`config.mk`:
```
export PLATFORM = sky130hd
export DESIGN_NAME = uart_mmio_bridge_flat
export DESIGN_NICKNAME = d
export VERILOG_FILES = /design/src/rtl/uart_pkg.sv /design/src/rtl/uart_mmio_bridge_if.sv /design/src/rtl/uart_rx_fifo.sv /design/src/rtl/uart_mmio_bridge.sv /design/src/flat_wrapper.sv
export SDC_FILE = /design/constraint.sdc
export NUM_CORES = 1
export LEC_CHECK = 0
export CAP_MARGIN = 15
export CORE_ASPECT_RATIO = 0.7
export CORE_UTILIZATION = 35
export CTS_BUF_LIST = sky130_fd_sc_hd__clkbuf_16
export DETAILED_ROUTE_END_ITERATION = 7
export SYNTH_ARGS = -nofsm -noshare
export SYNTH_HDL_FRONTEND = slang
export SYNTH_SLANG_ARGS = --single-unit
```
`constraint.sdc`:
```
create_clock -name clk -period 5.7 [get_ports clk]
set_input_delay 0.57 -clock clk [delete_from_list [all_inputs] [get_ports clk]]
set_output_delay 0.57 -clock clk [all_outputs]
set_load 0.01 [all_outputs]
```
`src/rtl/uart_pkg.sv`:
```
// Shared types and helpers for the UART MMIO bridge: FSM state enums,
// the data-width constant and the bit-period counter width helper.
package uart_pkg;

  localparam int DATA_BITS = 8;

  typedef enum logic [1:0] {
    RX_IDLE,
    RX_START,
    RX_DATA,
    RX_STOP
  } rx_state_t;

  typedef enum logic [1:0] {
    TX_IDLE,
    TX_START,
    TX_DATA,
    TX_STOP
  } tx_state_t;

  // The bit-period counter only ever holds 0..div-1.
  function automatic int div_width(input int div);
    return (div < 2) ? 1 : $clog2(div);
  endfunction

endpackage

```
`src/rtl/uart_mmio_bridge_if.sv`:
```
// MMIO-side handshake between the Hack computer (master) and the UART
// bridge (slave): RX head/doorbell/ack, TX data/request and busy status.
interface uart_mmio_bridge_if;
  import uart_pkg::*;

  logic [DATA_BITS-1:0] mmio_uart_data_in;
  logic                 mmio_uart_doorbell_flag;
  logic                 mmio_uart_rx_ack;
  logic [DATA_BITS-1:0] mmio_uart_data_out;
  logic                 mmio_uart_tx_req;
  logic                 tx_busy;

  modport master (
    input  mmio_uart_data_in, mmio_uart_doorbell_flag, tx_busy,
    output mmio_uart_rx_ack, mmio_uart_data_out, mmio_uart_tx_req
  );

  modport slave (
    output mmio_uart_data_in, mmio_uart_doorbell_flag, tx_busy,
    input  mmio_uart_rx_ack, mmio_uart_data_out, mmio_uart_tx_req
  );

endinterface

```
`src/rtl/uart_rx_fifo.sv`:
```
// RX byte FIFO: synchronous push/pop with a registered head that already
// shows the next entry on the edge after a pop (0 when empty).
module uart_rx_fifo #(
  parameter int DEPTH = 16,
  parameter int WIDTH = 8
) (
  input  logic             clk,
  input  logic             reset,
  input  logic             push,
  input  logic [WIDTH-1:0] push_data,
  input  logic             pop,
  output logic             full,
  output logic             empty,
  output logic [WIDTH-1:0] head
);

  localparam int AW = $clog2(DEPTH);
  localparam logic [AW:0] DEPTH_C = (AW+1)'(DEPTH);
  localparam logic [AW:0] ONE_C   = (AW+1)'(1);

  if ((DEPTH < 2) || ((1 << AW) != DEPTH)) begin : g_depth_chk
    $error("uart_rx_fifo: DEPTH must be a power of two >= 2");
  end

  logic [WIDTH-1:0] mem [DEPTH];
  logic [AW-1:0]    wr_ptr_reg, rd_ptr_reg;
  logic [AW-1:0]    rd_ptr_next;
  logic [AW:0]      count_reg;
  logic [WIDTH-1:0] head_reg, head_next;
  logic             wr_en, rd_en;

  assign full  = (count_reg == DEPTH_C);
  assign empty = (count_reg == '0);
  assign head  = head_reg;

  // A pop at full frees the slot the push lands in.
  assign wr_en       = push && (!full || pop);
  assign rd_en       = pop && !empty;
  assign rd_ptr_next = rd_ptr_reg + 1'b1;

  always_ff @(posedge clk) begin
    if (wr_en) begin
      mem[wr_ptr_reg] <= push_data;
    end
  end

  // Look one entry ahead so the head is valid immediately after a pop;
  // bypass the write when the pushed byte becomes the new head.
  always_comb begin
    head_next = head_reg;
    if (rd_en) begin
      if (count_reg == ONE_C) begin
        head_next = wr_en ? push_data : '0;
      end else begin
        head_next = mem[rd_ptr_next];
      end
    end else if (wr_en && empty) begin
      head_next = push_data;
    end
  end

  always_ff @(posedge clk or posedge reset) begin
    if (reset) begin
      wr_ptr_reg <= '0;
      rd_ptr_reg <= '0;
      count_reg  <= '0;
      head_reg   <= '0;
    end else begin
      head_reg <= head_next;
      if (wr_en) wr_ptr_reg <= wr_ptr_reg + 1'b1;
      if (rd_en) rd_ptr_reg <= rd_ptr_next;
      case ({wr_en, rd_en})
        2'b10:   count_reg <= count_reg + 1'b1;
        2'b01:   count_reg <= count_reg - 1'b1;
        default: count_reg <= count_reg;
      endcase
    end
  end

endmodule

```
`src/rtl/uart_mmio_bridge.sv`:
```
// 8N1 UART front end for the Hack MMIO window. RX storage is a FIFO when
// UART_MMIO_BRIDGE_RX_FIFO_EN is defined, otherwise a single holding register.
module uart_mmio_bridge
  import uart_pkg::*;
#(
  parameter int CLK_HZ   = 27_000_000,
  parameter int BAUD     = 115200,
  parameter int RX_DEPTH = 16
) (
  input  logic                     clk,
  input  logic                     reset,
  input  logic                     uart_rx,
  output logic                     uart_tx,
  uart_mmio_bridge_if.slave        mmio,
  output logic                     rx_overrun,
  output logic                     rx_frame_err
);

  localparam int DIV = CLK_HZ / BAUD;
  localparam int CW  = div_width(DIV);
  localparam logic [CW-1:0] DIV_M1  = CW'(DIV - 1);
  localparam logic [CW-1:0] HALF_M1 = CW'(DIV / 2 - 1);
  localparam logic [2:0]    LAST_BIT = 3'(DATA_BITS - 1);

  if (DIV < 4) begin : g_div_chk
    $error("uart_mmio_bridge: CLK_HZ / BAUD must be >= 4");
  end
  if (RX_DEPTH < 2) begin : g_rx_depth_chk
    $error("uart_mmio_bridge: RX_DEPTH must be >= 2");
  end

  // ---------------- RX deserialiser ----------------
  rx_state_t            rx_state_reg;
  logic [CW-1:0]        rx_cnt_reg;
  logic [2:0]           rx_bit_reg;
  logic [DATA_BITS-1:0] rx_shift_reg;
  logic                 rx_s1_reg, rx_s2_reg, rx_prev_reg;
  logic                 rx_push_reg;
  logic                 rx_frame_err_reg;

  always_ff @(posedge clk or posedge reset) begin
    if (reset) begin
      // Synchroniser resets to the idle level so release cannot fake an edge.
      rx_s1_reg        <= 1'b1;
      rx_s2_reg        <= 1'b1;
      rx_prev_reg      <= 1'b1;
      rx_state_reg     <= RX_IDLE;
      rx_cnt_reg       <= '0;
      rx_bit_reg       <= '0;
      rx_shift_reg     <= '0;
      rx_push_reg      <= 1'b0;
      rx_frame_err_reg <= 1'b0;
    end else begin
      rx_s1_reg   <= uart_rx;
      rx_s2_reg   <= rx_s1_reg;
      rx_prev_reg <= rx_s2_reg;
      rx_push_reg <= 1'b0;
      case (rx_state_reg)
        RX_IDLE: begin
          if (rx_prev_reg && !rx_s2_reg) begin
            rx_state_reg <= RX_START;
            rx_cnt_reg   <= '0;
          end
        end
        RX_START: begin
          if (rx_cnt_reg == HALF_M1) begin
            rx_cnt_reg   <= '0;
            rx_bit_reg   <= '0;
            rx_state_reg <= rx_s2_reg ? RX_IDLE : RX_DATA;
          end else begin
            rx_cnt_reg <= rx_cnt_reg + 1'b1;
          end
        end
        RX_DATA: begin
          if (rx_cnt_reg == DIV_M1) begin
            rx_cnt_reg   <= '0;
            rx_shift_reg <= {rx_s2_reg, rx_shift_reg[DATA_BITS-1:1]};
            rx_bit_reg   <= rx_bit_reg + 1'b1;
            if (rx_bit_reg == LAST_BIT) rx_state_reg <= RX_STOP;
          end else begin
            rx_cnt_reg <= rx_cnt_reg + 1'b1;
          end
        end
        RX_STOP: begin
          if (rx_cnt_reg == DIV_M1) begin
            rx_cnt_reg   <= '0;
            rx_state_reg <= RX_IDLE;
            if (rx_s2_reg) rx_push_reg      <= 1'b1;
            else           rx_frame_err_reg <= 1'b1;
          end else begin
            rx_cnt_reg <= rx_cnt_reg + 1'b1;
          end
        end
        default: rx_state_reg <= RX_IDLE;
      endcase
    end
  end

  // ---------------- RX storage ----------------
  logic                 rx_full, rx_empty, rx_pop;
  logic [DATA_BITS-1:0] rx_head;
  logic                 rx_overrun_reg;

  assign rx_pop = mmio.mmio_uart_rx_ack && !rx_empty;

`ifdef UART_MMIO_BRIDGE_RX_FIFO_EN
  uart_rx_fifo #(
    .DEPTH (RX_DEPTH),
    .WIDTH (DATA_BITS)
  ) u_rx_fifo (
    .clk       (clk),
    .reset     (reset),
    .push      (rx_push_reg),
    .push_data (rx_shift_reg),
    .pop       (rx_pop),
    .full      (rx_full),
    .empty     (rx_empty),
    .head      (rx_head)
  );
`else
  logic                 hold_valid_reg;
  logic [DATA_BITS-1:0] hold_data_reg;

  assign rx_full  = hold_valid_reg;
  assign rx_empty = !hold_valid_reg;
  assign rx_head  = hold_data_reg;

  always_ff @(posedge clk or posedge reset) begin
    if (reset) begin
      hold_valid_reg <= 1'b0;
      hold_data_reg  <= '0;
    end else if (rx_push_reg && (!hold_valid_reg || rx_pop)) begin
      hold_valid_reg <= 1'b1;
      hold_data_reg  <= rx_shift_reg;
    end else if (rx_pop) begin
      hold_valid_reg <= 1'b0;
      hold_data_reg  <= '0;
    end
  end
`endif

  always_ff @(posedge clk or posedge reset) begin
    if (reset) begin
      rx_overrun_reg <= 1'b0;
    end else if (rx_push_reg && rx_full && !rx_pop) begin
      rx_overrun_reg <= 1'b1;
    end
  end

  assign mmio.mmio_uart_data_in       = rx_head;
  assign mmio.mmio_uart_doorbell_flag = !rx_empty;
  assign rx_overrun                   = rx_overrun_reg;
  assign rx_frame_err                 = rx_frame_err_reg;

  // ---------------- TX serialiser ----------------
  tx_state_t            tx_state_reg;
  logic [CW-1:0]        tx_cnt_reg;
  logic [2:0]           tx_bit_reg;
  logic [DATA_BITS-1:0] tx_shift_reg;
  logic                 tx_line_reg;
  logic                 tx_busy_reg;

  always_ff @(posedge clk or posedge reset) begin
    if (reset) begin
      tx_state_reg <= TX_IDLE;
      tx_cnt_reg   <= '0;
      tx_bit_reg   <= '0;
      tx_shift_reg <= '0;
      tx_line_reg  <= 1'b1;
      tx_busy_reg  <= 1'b0;
    end else begin
      case (tx_state_reg)
        TX_IDLE: begin
          if (mmio.mmio_uart_tx_req) begin
            tx_shift_reg <= mmio.mmio_uart_data_out;
            tx_line_reg  <= 1'b0;
            tx_busy_reg  <= 1'b1;
            tx_cnt_reg   <= '0;
            tx_state_reg <= TX_START;
          end
        end
        TX_START: begin
          if (tx_cnt_reg == DIV_M1) begin
            tx_cnt_reg   <= '0;
            tx_bit_reg   <= '0;
            tx_line_reg  <= tx_shift_reg[0];
            tx_shift_reg <= {1'b0, tx_shift_reg[DATA_BITS-1:1]};
            tx_state_reg <= TX_DATA;
          end else begin
            tx_cnt_reg <= tx_cnt_reg + 1'b1;
          end
        end
        TX_DATA: begin
          if (tx_cnt_reg == DIV_M1) begin
            tx_cnt_reg <= '0;
            if (tx_bit_reg == LAST_BIT) begin
              tx_line_reg  <= 1'b1;
              tx_state_reg <= TX_STOP;
            end else begin
              tx_line_reg  <= tx_shift_reg[0];
              tx_shift_reg <= {1'b0, tx_shift_reg[DATA_BITS-1:1]};
              tx_bit_reg   <= tx_bit_reg + 1'b1;
            end
          end else begin
            tx_cnt_reg <= tx_cnt_reg + 1'b1;
          end
        end
        TX_STOP: begin
          if (tx_cnt_reg == DIV_M1) begin
            tx_cnt_reg   <= '0;
            tx_busy_reg  <= 1'b0;
            tx_state_reg <= TX_IDLE;
          end else begin
            tx_cnt_reg <= tx_cnt_reg + 1'b1;
          end
        end
        default: tx_state_reg <= TX_IDLE;
      endcase
    end
  end

  assign uart_tx      = tx_line_reg;
  assign mmio.tx_busy = tx_busy_reg;

endmodule

```
`src/flat_wrapper.sv`:
```
// flat-port wrapper written by rule: the top's interface ports become plain ports
module uart_mmio_bridge_flat import uart_pkg::*;
#(
  parameter int CLK_HZ   = 27_000_000,
  parameter int BAUD     = 115200,
  parameter int RX_DEPTH = 16
)
  (clk, reset, uart_rx, uart_tx, rx_overrun, rx_frame_err, mmio_mmio_uart_data_in, mmio_mmio_uart_doorbell_flag, mmio_tx_busy, mmio_mmio_uart_rx_ack, mmio_mmio_uart_data_out, mmio_mmio_uart_tx_req);
  uart_mmio_bridge_if mmio_i ();
  input  logic clk;
  input  logic reset;
  input  logic uart_rx;
  output logic uart_tx;
  output logic rx_overrun;
  output logic rx_frame_err;
  output wire logic [$bits(mmio_i.mmio_uart_data_in)-1:0] mmio_mmio_uart_data_in;
  output wire logic [$bits(mmio_i.mmio_uart_doorbell_flag)-1:0] mmio_mmio_uart_doorbell_flag;
  output wire logic [$bits(mmio_i.tx_busy)-1:0] mmio_tx_busy;
  input wire logic [$bits(mmio_i.mmio_uart_rx_ack)-1:0] mmio_mmio_uart_rx_ack;
  input wire logic [$bits(mmio_i.mmio_uart_data_out)-1:0] mmio_mmio_uart_data_out;
  input wire logic [$bits(mmio_i.mmio_uart_tx_req)-1:0] mmio_mmio_uart_tx_req;
  assign mmio_mmio_uart_data_in = mmio_i.mmio_uart_data_in;
  assign mmio_mmio_uart_doorbell_flag = mmio_i.mmio_uart_doorbell_flag;
  assign mmio_tx_busy = mmio_i.tx_busy;
  assign mmio_i.mmio_uart_rx_ack = mmio_mmio_uart_rx_ack;
  assign mmio_i.mmio_uart_data_out = mmio_mmio_uart_data_out;
  assign mmio_i.mmio_uart_tx_req = mmio_mmio_uart_tx_req;
  uart_mmio_bridge #(.CLK_HZ(CLK_HZ), .BAUD(BAUD), .RX_DEPTH(RX_DEPTH)) u_core (.clk(clk), .reset(reset), .uart_rx(uart_rx), .uart_tx(uart_tx), .mmio(mmio_i), .rx_overrun(rx_overrun), .rx_frame_err(rx_frame_err));
endmodule
```
==> results of run 1 <==
synthesized netlist by cell type, drive strengths merged (3+ instances only):
cell / count / area share [%]
inv: 15 / 1.9
nand4: 3 / 0.64
nand3b: 3 / 0.89
ha: 14 / 5.9
dfstp: 4 / 3.6
mux2i: 3 / 1.0
o22ai: 3 / 0.64
a21oi: 7 / 1.2
dfrtp: 55 / 47
o21ai: 27 / 4.6
mux2: 23 / 9.8
nand3: 8 / 1.4
nor2: 11 / 1.4
nand2b: 4 / 0.85
nand2: 21 / 2.7
clkbuf: 4 / 0.51
and3: 4 / 0.85
nor2b: 5 / 1.1
a22o: 10 / 3.0
and2: 5 / 1.1
area by class of cell:
class | count | area (um^2)
Timing Repair Buffer | 27 | 263
Clock buffer | 9 | 225
Multi-Input combinational cell | 185 | 1380
Inverter | 15 | 56.3
Clock inverter | 7 | 85.1
Tap cell | 101 | 126
Fill cell | 763 | 4390
Sequential cell | 59 | 1480
stage by stage:
stage | total power, mW | cell area, um^2
after floorplan | 0.979 | 2950
after global placement | 1.07 | 3300
after detailed placement | 1.09 | 3300
after CTS | 1.66 | 3610
after global routing | 1.74 | 3620
final | 1.64 | 3620
layer usage:
| metal | wire (um) | up-vias | part of all wire, % | track usage [%] |
|---|---|---|---|---|
| met1 | 3070 | 1004 | 53 | 20.6 |
| li1 | - | 1030 | - | - |
| met3 | 245 | 9 | 4.3 | 5.19 |
| met5 | 0 | - | 0 | 0 |
| met4 | 79 | 0 | 1.4 | 6.49 |
| met2 | 2350 | 41 | 41 | 19.8 |
worst register-to-register path, delay by kind of cell, from the launching register on:
| family | cells | cell delay [ns] |
|---|---|---|
| AOI/OAI and AO/OA | 1 | 0.51 |
| adders and majority gates | 2 | 0.45 |
| and+or+nand+nor | 1 | 0.42 |
| DFF | 1 | 0.40 |
| muxes | 1 | 0.37 |
worst paths after layout:
| check | startpoint | endpoint | slack, ns |
|---|---|---|---|
| max | u_core.tx_bit_reg[0]$_DFFE_PP0P_ | u_core.tx_shift_reg[3]$_DFFE_PP0P_ | 3.43 |
| min | u_core.rx_s1_reg$_DFF_PP1_ | u_core.rx_s2_reg$_DFF_PP1_ | 0.35 |
| max reg2reg | u_core.tx_bit_reg[0]$_DFFE_PP0P_ | u_core.tx_shift_reg[3]$_DFFE_PP0P_ | 3.43 |
| min reg2reg | u_core.rx_s1_reg$_DFF_PP1_ | u_core.rx_s2_reg$_DFF_PP1_ | 0.35 |
| max in group asynchronous | reset | u_core.tx_cnt_reg[3]$_DFFE_PP0N_ | 4.44 |
| min in group asynchronous | reset | u_core.mmio.mmio_uart_data_in[6]$_DFFE_PP0P_ | 0.76 |
cell usage in the layout (no fill, tap or decap), types with 4 or more instances in the layout:
master	n
o21ai_0	25
and2_1	5
nand3_1	8
inv_1	15
nor2b_1	5
mux2_2	15
clkbuf_16	9
a22o_1	10
dfstp_2	4
nand2_1	21
clkdlybuf4s50_1	25
and3_1	4
a21oi_1	7
ha_1	14
mux2_4	8
nand2b_1	4
dfrtp_1	55
nor2_1	11
where the power goes:
| group | leakage, nW | switching, mW | internal (mW) |
|---|---|---|---|
| Clock | 0.156 | 0.183 | 0.377 |
| Combinational | 0.722 | 0.248 | 0.269 |
| Sequential | 0.763 | 0.0691 | 0.497 |
| Total | 1.64 | 0.500 | 1.14 |
logic make-up (layout without fill, tap and decap cells):
logic type	count (synthesis)	count (layout)	share of synthesized area (%)
AOI/OAI and AO/OA	65	65	14.6
xor gates and xnor gates	3	3	0.892
adders and majority gates	14	14	5.94
buffers and inverters	21	58	2.93
DFF	59	59	50.3
muxes	26	26	10.8
and+or+nand+nor	77	77	14.6
==> impl_metrics.toml, run 1 <==
[synth]
synthArstFlopShare_pct = 100
synth_seq_area_share_pct = 50.3
synth_nets = 292
synth_flop_cell = "dfrtp_1"
ys_warn_count = 0
synth_edf_count = 0
ys_ff_latch = 59
synth.distinct_cells = 52
synthCells = 265
syn_area_mm2 = 0.00295
synth.avg_cell_area_um2 = 11.1

[sta]
fin_skew_ns = 0.00958
rsz0062_at_grt = "false"
setup_viol_count_final = 0
timing.final.crit_period_ns = 2.27
setup_tns_ns = 0
worstMarginPinSlew_ns = 0.922
post-route-period-util_pct = 39.7
slew_headroom_pct = 38.1
hold_ws_ns = 0.354
slew_viol_final = 0
finalHoldViolations = 0
finalWorstSetupSlack_ns = 3.43
max_freq_mhz = 441

[floorplanning]
die_h_um = 78.8
die-area_mm2 = 0.00880
die_w_um = 112
ios = 26
rows = 27
initial_core_util_pct = 36.8
core_mm2 = 0.00801

[drt]
routed_wl_mm = 5.75
avgViaCountPerCell = 5.17
drc = 1
first_pass_iters = 7
drtAntennaViolNets = 0
vias = 2084
drtIter0Drc = 77
post_drt_wl_per_cell_um = 14.3

[grt]
grt_overflow_total = 0
grt_pass1_vias = 2002
track_usage_pct = 14.6
grt_max_degree = 60
grt_pass1_wl_mm = 9.78
antenna_found_initial = 0

[placement]
pre_cts_ws_ns = 3.36
placed_cells = 386
portBuffers = 25
place_congestion = 0.753
hpwl_mm = 3.85

[critical_path]
cp_slowest_stage_delay_ns = 0.51
cp_top_family = "compound AO/OA/AOI/OAI gates"
crit_chain = "ha_1 > ha_1 > or3_4 > a221o_1 > mux2_4"
required_ns = 5.91
rr_worst_depth = 5
cp-start-kind = "flip-flop"
end_kind = "flip-flop"
setup.worst_path.class = "reg2reg"
slowest_stage = "a221o_1"
critPathMaxFanout = 9
worstPathArrival_ns = 2.47
crit_top_cell = "ha_1"
path_depth = 5
crit_buf_inv = 0

[clock_network]
cts_hold_buf = 0
cts.sinks = 59
clk_pin_slew_ns = 0.05
htreeDepth = 3
clock_latency_ns = 0.33
cts_tree = "yes"
clock-root-buffer = "clkbuf_16"
cts_buffers = 9
cts_buffer_depth = 2
cts_setup_buffers = 0
cts-resized-gates = 0

[outcome]
violations = "design-rule violations"
outcome = "finished with violations"

[min_path]
whs_path_depth = 0
hp-class = "reg2reg"

[power]
pwr_density_cell_mw_per_mm2 = 455
vdd_drop_max_v = 0.000363
p_leak_nw = 1.64

[layout]
drive_gt1_share_pct = 16.9
final_cells = 403
nets = 324
diodes = 0
area_delta_synth_final_pct = 22.7
utilization_pct = 45.2

[run]
maxCapViolCount = 0
No activity file was read; power rests on OpenSTA's default activity.
==> run 2, diff against run 1 <==
==> constraint.sdc (replaced) <==
create_clock -name clk -period 2.2 [get_ports clk]
set_input_delay 0.22 -clock clk [delete_from_list [all_inputs] [get_ports clk]]
set_output_delay 0.22 -clock clk [all_outputs]
set_load 0.01 [all_outputs]
==> run 2 against run 1 <==
- the flow still finishes with violations (design-rule violations)
- hold slack got worse by 0.14 ns
- sequential power grew to 2.6 times the previous value
- global-route usage fell by 0.13 points
- critical endpoint is now u_core.tx_shift_reg[5]$_DFFE_PP0P_
- die area did not move
==> impl_metrics.toml, run 2 (same netlist as run 1, synthesis figures left out) <==
[sta]
slew_viol_final = 0
finalHoldViolations = 0
finalWorstSetupSlack_ns = 0.0758
max_freq_mhz = 471
setup_viol_count_final = 0
slew_headroom_pct = 61.8
worstMarginPinSlew_ns = 0.569
fin_skew_ns = 0.00584
rsz0062_at_grt = "false"
timing.final.crit_period_ns = 2.12
post-route-period-util_pct = 96.6

[critical_path]
setup.worst_path.class = "reg2reg"
crit_top_cell = "ha_1"
crit_chain = "ha_1 > ha_1 > or3_4 > a221o_4 > mux2_4"
cp_top_family = "compound AO/OA/AOI/OAI gates"
cp_slowest_stage_delay_ns = 0.45
crit_buf_inv = 0
cp-start-kind = "flip-flop"
required_ns = 2.40
slowest_stage = "a221o_4"
worstPathArrival_ns = 2.33
critPathMaxFanout = 9
end_kind = "flip-flop"

[layout]
nets = 329
final_common_cell = "dfrtp_1"
utilization_pct = 46.0
area_delta_synth_final_pct = 25.0
drive_gt1_share_pct = 18.6
diodes = 0
final_cell_mix = "dfrtp_1 (55), o21ai_0 (25), clkdlybuf4s50_1 (25)"

[min_path]
hp-class = "in2async"

[grt]
track_usage_pct = 14.5
antenna_found_initial = 0
grt_pass1_vias = 2015
grt_overflow_total = 0
grt_max_degree = 42
grt_pass1_wl_mm = 9.77

[clock_network]
cts_hold_buf = 0
cts.sinks = 59
clk_pin_slew_ns = 0.05
htreeDepth = 3
cts_buffers = 9
cts_tree = "yes"
clock-root-buffer = "clkbuf_16"
clock_latency_ns = 0.33
cts_buffer_depth = 2

[power]
vdd_drop_max_v = 0.000714
p_leak_nw = 1.68
pwr_density_cell_mw_per_mm2 = 1170

[floorplanning]
die-area_mm2 = 0.00880
initial_core_util_pct = 36.8
ios = 26
die_w_um = 112
die_h_um = 78.8
rows = 27
core_mm2 = 0.00801

[drt]
avgViaCountPerCell = 5.12
drc = 1
routed_wl_mm = 5.69
first_pass_iters = 6
drtAntennaViolNets = 0
post_drt_wl_per_cell_um = 13.9
vias = 2088
drtIter0Drc = 172

[placement]
place_congestion = 0.750
pre_cts_ws_ns = -0.0176
hpwl_mm = 3.89
portBuffers = 25

[outcome]
outcome = "finished with violations"
violations = "design-rule violations"

[run]
maxCapViolCount = 0
[run 2: area by class of cell]
type / count / area, um^2
Tap cell: 101 / 126
Fill cell: 721 / 4320
Timing Repair Buffer: 32 / 315
Multi-Input combinational cell: 185 / 1390
Sequential cell: 59 / 1480
Clock inverter: 7 / 87.6
Clock buffer: 9 / 225
Inverter: 15 / 56.3
[run 2: worst register-to-register path: stages, from the launching register on]
cell and delay, ns:
dfrtp_1 0.41, ha_1 0.23, ha_1 0.20, or3_4 0.40
a221o_4 0.45, mux2_4 0.32
[run 2: routing by layer]
layer | GRT usage [%] | vias up | share of wire [%] | routed length (um)
li1 | - | 1042 | - | -
met3 | 5.34 | 12 | 5.2 | 293
met4 | 6.49 | 0 | 1.5 | 87
met5 | 0 | - | 0 | 0
met1 | 20.2 | 989 | 54 | 3050
met2 | 19.8 | 45 | 40 | 2260
[run 2: timing repair]
item / in CTS / in global routing
gates resized for setup: 1 / 1
buffers inserted: 0 / 0
cloned: 0 / 0
setup endpoints to repair: 8 / 8
[run 2: final timing paths]
path	start	to	slack [ns]	cells after the start
min in group clk	uart_rx	u_core.rx_s1_reg$_DFF_PP1_	0.30	1
min	reset	u_core.rx_overrun$_DFFE_PP0P_	0.22	2
max in group asynchronous	reset	u_core.rx_s2_reg$_DFF_PP1_	1.37	3
max	u_core.tx_bit_reg[0]$_DFFE_PP0P_	u_core.tx_shift_reg[5]$_DFFE_PP0P_	0.08	5
max reg2reg	u_core.tx_bit_reg[0]$_DFFE_PP0P_	u_core.tx_shift_reg[5]$_DFFE_PP0P_	0.08	5
min reg2reg	u_core.rx_s1_reg$_DFF_PP1_	u_core.rx_s2_reg$_DFF_PP1_	0.35	0
[run 2: report_power, final]
part / internal (mW) / switching [mW] / leakage (nW) / total, mW
Combinational: 0.749 / 0.638 / 0.755 / 1.39
Sequential: 1.29 / 0.178 / 0.763 / 1.47
Clock: 0.979 / 0.483 / 0.159 / 1.46
Total: 3.02 / 1.30 / 1.68 / 4.32
[run 2: through the flow]
stage                     hold slack, ns  TNS, ns  power, mW  area, um^2  cells
after floorplan                    0.224        0       2.54        2950    265
after global placement             0.346        0       2.82        3360    392
after detailed placement           0.347   -0.114       2.85        3360    392
after CTS                          0.229        0       4.33        3670    408
after global routing               0.270        0       4.58        3680    408
final                              0.215        0       4.32        3680    408
==> run 3, diff against run 2 <==
--- a/config.mk
+++ b/config.mk
@@ -10,6 +10,7 @@
 export CORE_UTILIZATION = 35
 export CTS_BUF_LIST = sky130_fd_sc_hd__clkbuf_16
 export DETAILED_ROUTE_END_ITERATION = 7
+export SETUP_SLACK_MARGIN = 0.4
 export SYNTH_ARGS = -nofsm -noshare
 export SYNTH_HDL_FRONTEND = slang
 export SYNTH_SLANG_ARGS = --single-unit
==> run 3 against run 2 <==
- the flow still finishes with violations (design-rule violations)
- flip-flop and latch count unchanged
- register-to-register slack improved by 0.07 ns
- hold slack better by 0.0081 ns
- via count increased by 8.7%
- combinational power up 43%
- global-route usage rose by 1.3 points
- final cell count is 7.8% higher
- critical path type unchanged
- critical endpoint is now u_core.tx_shift_reg[6]$_DFFE_PP0P_
- largest power group is now combinational logic
==> impl_metrics.toml, run 3 (same netlist as run 1, synthesis figures left out) <==
[drt]
drc = 1
first_pass_iters = 6
drtAntennaViolNets = 0
post_drt_wl_per_cell_um = 14.5
routed_wl_mm = 6.37
vias = 2270
avgViaCountPerCell = 5.16
drtIter0Drc = 137

[critical_path]
cp_slowest_stage_delay_ns = 0.39
startpoint = "u_core.tx_cnt_reg[1]$_DFFE_PP0N_"
end_kind = "flip-flop"
cp-start-kind = "flip-flop"
reg2reg_from = "u_core.tx_cnt_reg[1]$_DFFE_PP0N_"
rrSetupSlack_ns = 0.14
timing.rr.end = "u_core.tx_shift_reg[6]$_DFFE_PP0P_"
setup.worst_path.class = "reg2reg"
crit_end = "u_core.tx_shift_reg[6]$_DFFE_PP0P_"
crit_chain = "inv_2 > ha_4 > nand4b_1 > or3_4 > a221o_1 > buf_6 > mux2_4"
rr_worst_depth = 7
critPathMaxFanout = 5
required_ns = 2.41
slowest_stage = "dfrtp_1"
worstPathArrival_ns = 2.27

[layout]
area_delta_synth_final_pct = 37.7
nets = 361
final_common_cell = "dfrtp_1"
drive_gt1_share_pct = 30.4
final_cell_mix = "dfrtp_1 (54), o21ai_0 (25), clkdlybuf4s50_1 (25)"
diodes = 0

[sta]
post-route-period-util_pct = 93.5
finalHoldViolations = 0
slew_viol_final = 0
timing.final.crit_period_ns = 2.06
setup_tns_ns = 0
finalWorstSetupSlack_ns = 0.144
setup_viol_count_final = 0
slew_headroom_pct = 68.1
max_freq_mhz = 486
worstMarginPinSlew_ns = 0.476
rsz0062_at_grt = "true"
fin_skew_ns = 0.00548

[floorplanning]
initial_core_util_pct = 36.8
die_h_um = 78.8
ios = 26
die-area_mm2 = 0.00880
die_w_um = 112
rows = 27
core_mm2 = 0.00801

[grt]
grt_pass1_wl_mm = 10.7
grt_pass1_vias = 2191
grt_max_degree = 41
track_usage_pct = 15.7
grt_overflow_total = 0
antenna_found_initial = 0

[clock_network]
clock_latency_ns = 0.33
htreeDepth = 3
cts.sinks = 59
cts_hold_buf = 0
cts_buffers = 9
cts_buffer_depth = 2
clk_pin_slew_ns = 0.05
clock-root-buffer = "clkbuf_16"
cts_tree = "yes"

[min_path]
hp-class = "in2async"

[power]
pwr_density_cell_mw_per_mm2 = 1230
vdd_drop_max_v = 0.000819
p_leak_nw = 1.88

[placement]
portBuffers = 25
hpwl_mm = 4.06
pre_cts_ws_ns = 0.114
place_congestion = 0.813

[outcome]
violations = "design-rule violations"
outcome = "finished with violations"

[run]
maxCapViolCount = 0
-- run 3: cell types whose count changed in the layout (fill, tap and decap cells not counted), sizes merged --
cell	previous run	this run
clkinvlp	1	0
buf	7	39
inv	18	16
clkinv	1	4
-- run 3: area by class of cell --
type,count,area (um^2)
inverters,15,56.3
well taps,101,126
clock inverters,7,100
clock buffers,9,225
repair buffers,64,612
multi-input cells,185,1460
flip-flops and latches,59,1480
fillers,700,3950
-- run 3: repair_timing --
action	4_1_cts	5_1_grt
resized for setup	9	21
buffers inserted	20	11
setup endpoints to repair	14	21
pin swaps	4	5
-- run 3: metrics by stage --
stage | utilization [%] | power (mW) | instances | instance area, um^2 | hold slack [ns]
floorplan | - | 2.54 | 265 | 2960 | 0.224
CTS | 48.5 | 4.70 | 429 | 3880 | 0.228
finish | 50.7 | 4.98 | 440 | 4060 | 0.223
global route | 50.7 | 5.27 | 440 | 4060 | 0.257
global placement | 42.2 | 2.87 | 393 | 3380 | 0.347
detailed placement | 42.2 | 2.90 | 393 | 3380 | 0.350
-- run 3: how the worst min path moves through the flow --
stage                          startpoint                                 end  slack (ns)  cells past startpoint
2_1_floorplan                     uart_rx          u_core.rx_s1_reg$_DFF_PP1_        0.22                      0
3_3_place_gp   u_core.rx_s1_reg$_DFF_PP1_          u_core.rx_s2_reg$_DFF_PP1_        0.35                      0
3_5_place_dp   u_core.rx_s1_reg$_DFF_PP1_          u_core.rx_s2_reg$_DFF_PP1_        0.35                      0
4_1_cts                             reset  u_core.tx_shift_reg[5]$_DFFE_PP0P_        0.23                      2
5_1_grt                             reset  u_core.tx_shift_reg[4]$_DFFE_PP0P_        0.26                      2
6_report                            reset  u_core.tx_shift_reg[5]$_DFFE_PP0P_        0.22                      2
-- run 3: per-layer routing --
layer | wire length, um | track usage, %
met1 | 3350 | 22.4
met2 | 2690 | 21.6
met3 | 245 | 4.96
met4 | 88 | 7.16
met5 | 0 | 0
-- run 3: critical path, delay by kind of cell (launching register included) --
family,cells,cell delay [ns]
DFF,1,0.39
and+or+nand+nor,2,0.50
muxes,1,0.29
AOI/OAI and AO/OA,1,0.38
buffers and inverters,2,0.25
adders and majority gates,1,0.13
-- run 3: power breakdown --
group	switching, mW	internal, mW
Sequential	0.185	1.29
Clock	0.516	0.997
Combinational	0.810	1.18
